### src/rtl/trig_pkg.sv
// Shared defaults and channel-state encoding for the trigger conditioner.
package trig_pkg;

  localparam int DEF_N_TRIG         = 4;
  localparam int DEF_SYNC_STAGES    = 2;
  localparam int DEF_LOCKOUT_CYCLES = 2048;

  // Counter width for a given lockout length, never narrower than one bit.
  function automatic int lock_width(input int cycles);
    return (cycles > 2) ? $clog2(cycles) : 1;
  endfunction

  localparam int LOCK_W = lock_width(DEF_LOCKOUT_CYCLES);

  typedef enum logic [1:0] {
    WAIT_LOW = 2'd0,
    ARMED    = 2'd1,
    LOCK     = 2'd2
  } chan_state_e;

endpackage

### src/rtl/trigger_channel.sv
// One button channel: synchroniser, re-arm-on-release FSM, lockout counter,
// registered single-cycle pulse and busy flag.
module trigger_channel
  import trig_pkg::*;
#(
  parameter int SYNC_STAGES    = DEF_SYNC_STAGES,
  parameter int LOCKOUT_CYCLES = DEF_LOCKOUT_CYCLES
) (
  input  logic clk_i,
  input  logic reset_i,
  input  logic trigger_i,
  output logic pulse_o,
  output logic busy_o
);

  localparam int LW = lock_width(LOCKOUT_CYCLES);
  localparam logic [LW-1:0] LOCK_LOAD = LW'(LOCKOUT_CYCLES - 1);

  logic [SYNC_STAGES-1:0] sync_q, sync_d;
  logic [SYNC_STAGES-1:0] primed_q, primed_d;
  logic [LW-1:0]          cnt_q;
  chan_state_e            state_q;
  logic                   pulse_q;
  logic                   busy_q;
  logic                   s;

  assign sync_d = {sync_q[SYNC_STAGES-2:0], trigger_i};
  assign s      = sync_q[SYNC_STAGES-1];

  // The synchroniser is flushed to 0 by reset, so a held button would look
  // released for a few cycles; primed_q marks when s carries a real sample.
  assign primed_d = {primed_q[SYNC_STAGES-2:0], 1'b1};

  always_ff @(posedge clk_i) begin
    if (reset_i) begin
      sync_q   <= '0;
      primed_q <= '0;
      cnt_q    <= '0;
      state_q  <= WAIT_LOW;
      pulse_q  <= 1'b0;
      busy_q   <= 1'b1;
    end else begin
      sync_q   <= sync_d;
      primed_q <= primed_d;
      pulse_q  <= 1'b0;
      case (state_q)
        WAIT_LOW: begin
          if (primed_q[SYNC_STAGES-1] && !s) begin
            state_q <= ARMED;
            busy_q  <= 1'b0;
          end
        end
        ARMED: begin
          if (s) begin
            state_q <= LOCK;
            pulse_q <= 1'b1;
            busy_q  <= 1'b1;
            cnt_q   <= LOCK_LOAD;
          end
        end
        LOCK: begin
          if (cnt_q == '0) begin
            state_q <= WAIT_LOW;
          end else begin
            cnt_q <= cnt_q - LW'(1);
          end
        end
        default: begin
          state_q <= WAIT_LOW;
          busy_q  <= 1'b1;
        end
      endcase
    end
  end

  assign pulse_o = pulse_q;
  assign busy_o  = busy_q;

endmodule

### src/rtl/trigger_conditioner.sv
// Debounced push-button front end: N_TRIG independent channels producing
// single-cycle command strobes. Define TRIG_PRIORITY_EN to force Pulse one-hot.
module trigger_conditioner
  import trig_pkg::*;
#(
  parameter int N_TRIG         = DEF_N_TRIG,
  parameter int SYNC_STAGES    = DEF_SYNC_STAGES,
  parameter int LOCKOUT_CYCLES = DEF_LOCKOUT_CYCLES
) (
  input  logic              Clk,
  input  logic              Reset,
  input  logic [N_TRIG-1:0] Trigger,
  output logic [N_TRIG-1:0] Pulse,
  output logic [N_TRIG-1:0] Busy
);

  logic [N_TRIG-1:0] rawPulse;

  for (genvar i = 0; i < N_TRIG; i++) begin : g_chan
    trigger_channel #(
      .SYNC_STAGES   (SYNC_STAGES),
      .LOCKOUT_CYCLES(LOCKOUT_CYCLES)
    ) u_chan (
      .clk_i    (Clk),
      .reset_i  (Reset),
      .trigger_i(Trigger[i]),
      .pulse_o  (rawPulse[i]),
      .busy_o   (Busy[i])
    );
  end

`ifdef TRIG_PRIORITY_EN
  // Keep only the lowest set bit; losing channels have already entered LOCK.
  assign Pulse = rawPulse & (~rawPulse + N_TRIG'(1));
`else
  assign Pulse = rawPulse;
`endif

endmodule

### config.mk
export PLATFORM = sky130hd
export DESIGN_NAME = trigger_conditioner
export DESIGN_NICKNAME = d
export VERILOG_FILES = /design/src/rtl/trig_pkg.sv /design/src/rtl/trigger_channel.sv /design/src/rtl/trigger_conditioner.sv
export SDC_FILE = /design/constraint.sdc
export NUM_CORES = 1
export LEC_CHECK = 0
export ABC_AREA = 1
export ABC_CLOCK_PERIOD_IN_PS = 1800
export CAP_MARGIN = 25
export CORE_MARGIN = 1
export CORE_UTILIZATION = 25
export CTS_CLUSTER_SIZE = 20
export DETAILED_ROUTE_END_ITERATION = 7
export PLACE_DENSITY = 0.48
export SLEW_MARGIN = 10
export SYNTH_ARGS = -nofsm -noshare
export SYNTH_HDL_FRONTEND = slang
export SYNTH_SLANG_ARGS = --single-unit
### constraint.sdc
create_clock -name Clk -period 1.8 [get_ports Clk]
set_clock_uncertainty 0.15 [all_clocks]
set_input_delay 0.36 -clock Clk [delete_from_list [all_inputs] [get_ports Clk]]
set_output_delay 0.36 -clock Clk [all_outputs]
set_load 0.01 [all_outputs]
==> impl_table.tex <==
\begin{tabular}{lr}
\hline
Metric & Value \\
\hline
\multicolumn{2}{l}{\textbf{Outcome}} \\
\quad Outcome & finished, final reports clean \\
\multicolumn{2}{l}{\textbf{Min path}} \\
\quad HP Class & reg -> reg \\
\quad Min-delay src & g\_chan[3].u\_chan.sync\_q[0] \\
\multicolumn{2}{l}{\textbf{Setup path}} \\
\quad Kind of critical path & reg -> out \\
\quad Critical path's largest stage delay & 550 ps \\
\quad Sum of buffers and inverters on the critical path & 1 \\
\quad Required time of the critical path & 1290 ps \\
\quad Cell chain of the critical path & clkdlybuf4s50\_1 \\
\quad Setup crit start & g\_chan[1].u\_chan.busy\_o \\
\quad Biggest fanout along the worst timing path & 2 \\
\quad Element type at the critical path end & primary output \\
\quad Critical path's slowest cell & clkdlybuf4s50\_1 \\
\quad Origin of the critical flop-to-flop path & g\_chan[2].u\_chan.cnt\_q[0] \\
\quad Family with the most delay on the worst path & buffers and inverters \\
\quad Startpoint class of the critical path & flip-flop \\
\quad Critical Path AT & 1230 ps \\
\multicolumn{2}{l}{\textbf{Placed design}} \\
\quad Buffers on Ports & 13 \\
\quad Half-perimeter wire length of the detailed placement result & 5510 um \\
\quad Routability congestion estimate from global placement & 0.814 \\
\quad Setup slack at placement & 96.3 ps \\
\multicolumn{2}{l}{\textbf{CTS}} \\
\quad Num CTS Buffers & 9 \\
\quad Clock slew at the register clock pins of the worst setup and hold paths & 60 ps \\
\quad CTS Root Buffer Type & clkbuf\_16 \\
\quad Source-to-sink clock delay at the later pin of the worst-skew pair & 330 ps \\
\quad Number of clock sinks & 70 \\
\quad Number of hold buffers added after cts & 0 \\
\quad CTS tree & built \\
\quad Level count of the clock H-tree & 3 \\
\quad Buffer levels on the longest clock path & 2 \\
\multicolumn{2}{l}{\textbf{Global routing}} \\
\quad Wire length of the first global-routing pass & 13800 um \\
\quad Number of global-route vias before repair & 2963 \\
\quad Initial antenna violation count & 0 \\
\quad Met1 Track Usage GR & 15.5\% \\
\quad Total overflow reported by the global router & 0 \\
\quad Most used routing layer & met2 \\
\quad Met3 usage in global routing & 1.67\% \\
\quad GR Layer Usage met2 & 18.5\% \\
\quad Maximum number of pins on one net before global-route repair & 57 \\
\quad Total Routing Usage GR & 11.6\% \\
\multicolumn{2}{l}{\textbf{STA}} \\
\quad Setup-failing EPs final & 0 \\
\quad Achievable frequency & 573 MHz \\
\quad RSZ-0062 raised after global routing & no \\
\quad Slew margin rel. & 66.0\% \\
\quad Final critical-path share of the clock period & 96.9\% \\
\quad Final Hold Fails & 0 \\
\quad Number of slew-limit violations in the final report & 0 \\
\quad Worst-case setup margin in the final layout & 55.6 ps \\
\quad Accumulated negative setup slack & 0 ps \\
\quad Worst slew pin tran & 509 ps \\
\quad Hold Slack & 252 ps \\
\quad Clock period minus final worst setup slack & 1740 ps \\
\multicolumn{2}{l}{\textbf{Power and ir drop}} \\
\quad Pwr Density & 927 mW/mm2 \\
\quad Power, Total & 4.07 mW \\
\quad Leakage Power & 1.91 nW \\
\quad VDD IR-drop max & 0.602 mV \\
\multicolumn{2}{l}{\textbf{Routing}} \\
\quad Sum of routed wire length over all layers & 8150 um \\
\quad Starting DRT DRC Count & 300 \\
\quad DRT antenna net count & 0 \\
\quad Total via count in the routed design & 3365 \\
\quad Routed len/inst & 10.9 um \\
\quad Via density per instance & 4.49 \\
\quad Iteration count of the initial detailed-routing pass & 4 \\
\quad DRC violation count after routing & 0 \\
\multicolumn{2}{l}{\textbf{Finish}} \\
\quad Area of the multi-input gates & 0.00185 mm2 \\
\quad Number of nets in the layout & 574 \\
\quad Layout area overhead & 20.8\% \\
\quad Most frequent cells in the layout & 112 x nand2\_1, 74 x nand3\_1, 69 x dfxtp\_1 \\
\quad Proportion of layout cells with a drive suffix above 1 & 14.1\% \\
\quad Inserted Diodes & 0 \\
\quad Most common library cell in the layout ignoring fill and taps & nand2\_1 \\
\quad Final-layout fill cell count & 1494 \\
\quad Footprint of the flip-flops and latches & 0.00140 mm2 \\
\multicolumn{2}{l}{\textbf{Run}} \\
\quad Number of max-cap violations & 0 \\
\multicolumn{2}{l}{\textbf{Synthesis}} \\
\quad Syn Inst Count & 539 \\
\quad Synthesized flop and latch total & 70 \\
\quad Post-synthesis average cell area & 6.74 um2 \\
\quad Distinct cell type count after synthesis & 36 \\
\quad Syn Std Cell Area & 0.00363 mm2 \\
\quad Synthesis warning total & 0 \\
\quad Net count after synthesis & 549 \\
\quad Share of synthesized area occupied by flip-flops and latches & 38.6\% \\
\multicolumn{2}{l}{\textbf{Die}} \\
\quad Top Ports & 14 \\
\quad Overall die area & 0.0150 mm2 \\
\quad Horiz. Die Dim & 123 um \\
\quad Initial standard-cell utilization of the core & 25.9\% \\
\quad Std-Cell Rows & 43 \\
\quad Height of the die & 123 um \\
\quad Core area & 0.0140 mm2 \\
\hline
\end{tabular}
## registers in the layout (all words and copies together) (netlist names)
name	count
g_chan.u_chan.pulse_o	4
g_chan.u_chan.cnt_q	44
g_chan.u_chan.state_q	8
g_chan.u_chan.primed_q	2
g_chan.u_chan.busy_o	4
g_chan.u_chan.sync_q	8
## layer usage
metal / vias to the layer above / wire [um]
met5: - / 0
met4: 0 / 153
met3: 11 / 176
met2: 44 / 3620
met1: 1516 / 4200
li1: 1794 / -
## cells in the mapped netlist (all sizes together)
cell	count	area, um2
a21oi	38	194
nand2	125	512
a2111oi	4	35.0
o211ai	5	37.5
dfxtp	70	1400
o21bai	3	22.5
nor2	74	315
o31ai	1	7.51
o21ai	21	105
xnor2	2	17.5
nor3	2	10.0
o22ai	1	6.26
buf	13	103
clkbuf	8	30.0
nand4	11	68.8
inv	71	267
nand3b	2	15.0
and2	1	6.26
and3	1	6.26
or2	5	31.3
nand3	76	385
ha	4	50.1
nor4	1	6.26
## final timing paths
check | endpoint | slack [ps] | cells past startpoint
worst max-delay path | Busy[1] | 60 | 1
worst min-delay path | g_chan[3].u_chan.sync_q[1] | 250 | 2
worst max register to register | g_chan[2].u_chan.cnt_q[1] | 170 | 10
worst min register to register | g_chan[3].u_chan.sync_q[1] | 250 | 2
## logic make-up (layout without fill, tap and decap cells)
| kind of cell | after synthesis | after routing | share of synthesized area (%) |
|---|---|---|---|
| xor+xnor | 2 | 2 | 0.482 |
| simple gates | 298 | 298 | 37.3 |
| buf+inv | 92 | 122 | 11.0 |
| fa+ha+maj | 4 | 4 | 1.38 |
| compound gates | 73 | 73 | 11.2 |
| flops | 70 | 70 | 38.6 |
## final cells by class
type	count	share of cell area (%)
multi-input cells	377	42.1
flip-flops and latches	70	32.0
repair buffers	35	6.99
inverters	71	6.07
clock buffers	9	5.13
well taps	180	5.13
clock inverters	7	2.57
## where the power goes
group          switching [mW]  internal [mW]
registers              0.0421           1.60
clock network           0.682           1.35
logic                   0.235          0.161
total                   0.959           3.11
## what timing repair did
| item | CTS | global route |
|---|---|---|
| gates resized for setup | 0 | 8 |
| endpoints found under the setup margin | 0 | 16 |
| buffers inserted | 0 | 3 |
| endpoints found under the hold margin | 0 | 0 |
## through the flow
stage               instance area (um2)  instances  utilization (%)
global route                       4390        749             31.2
detailed placement                 4010        730             28.5
floorplan                          3630        539                -
CTS                                4340        746             30.9
global placement                   4010        730             28.5
finish                             4390        749             31.2
(Power assumes the default switching activity.)
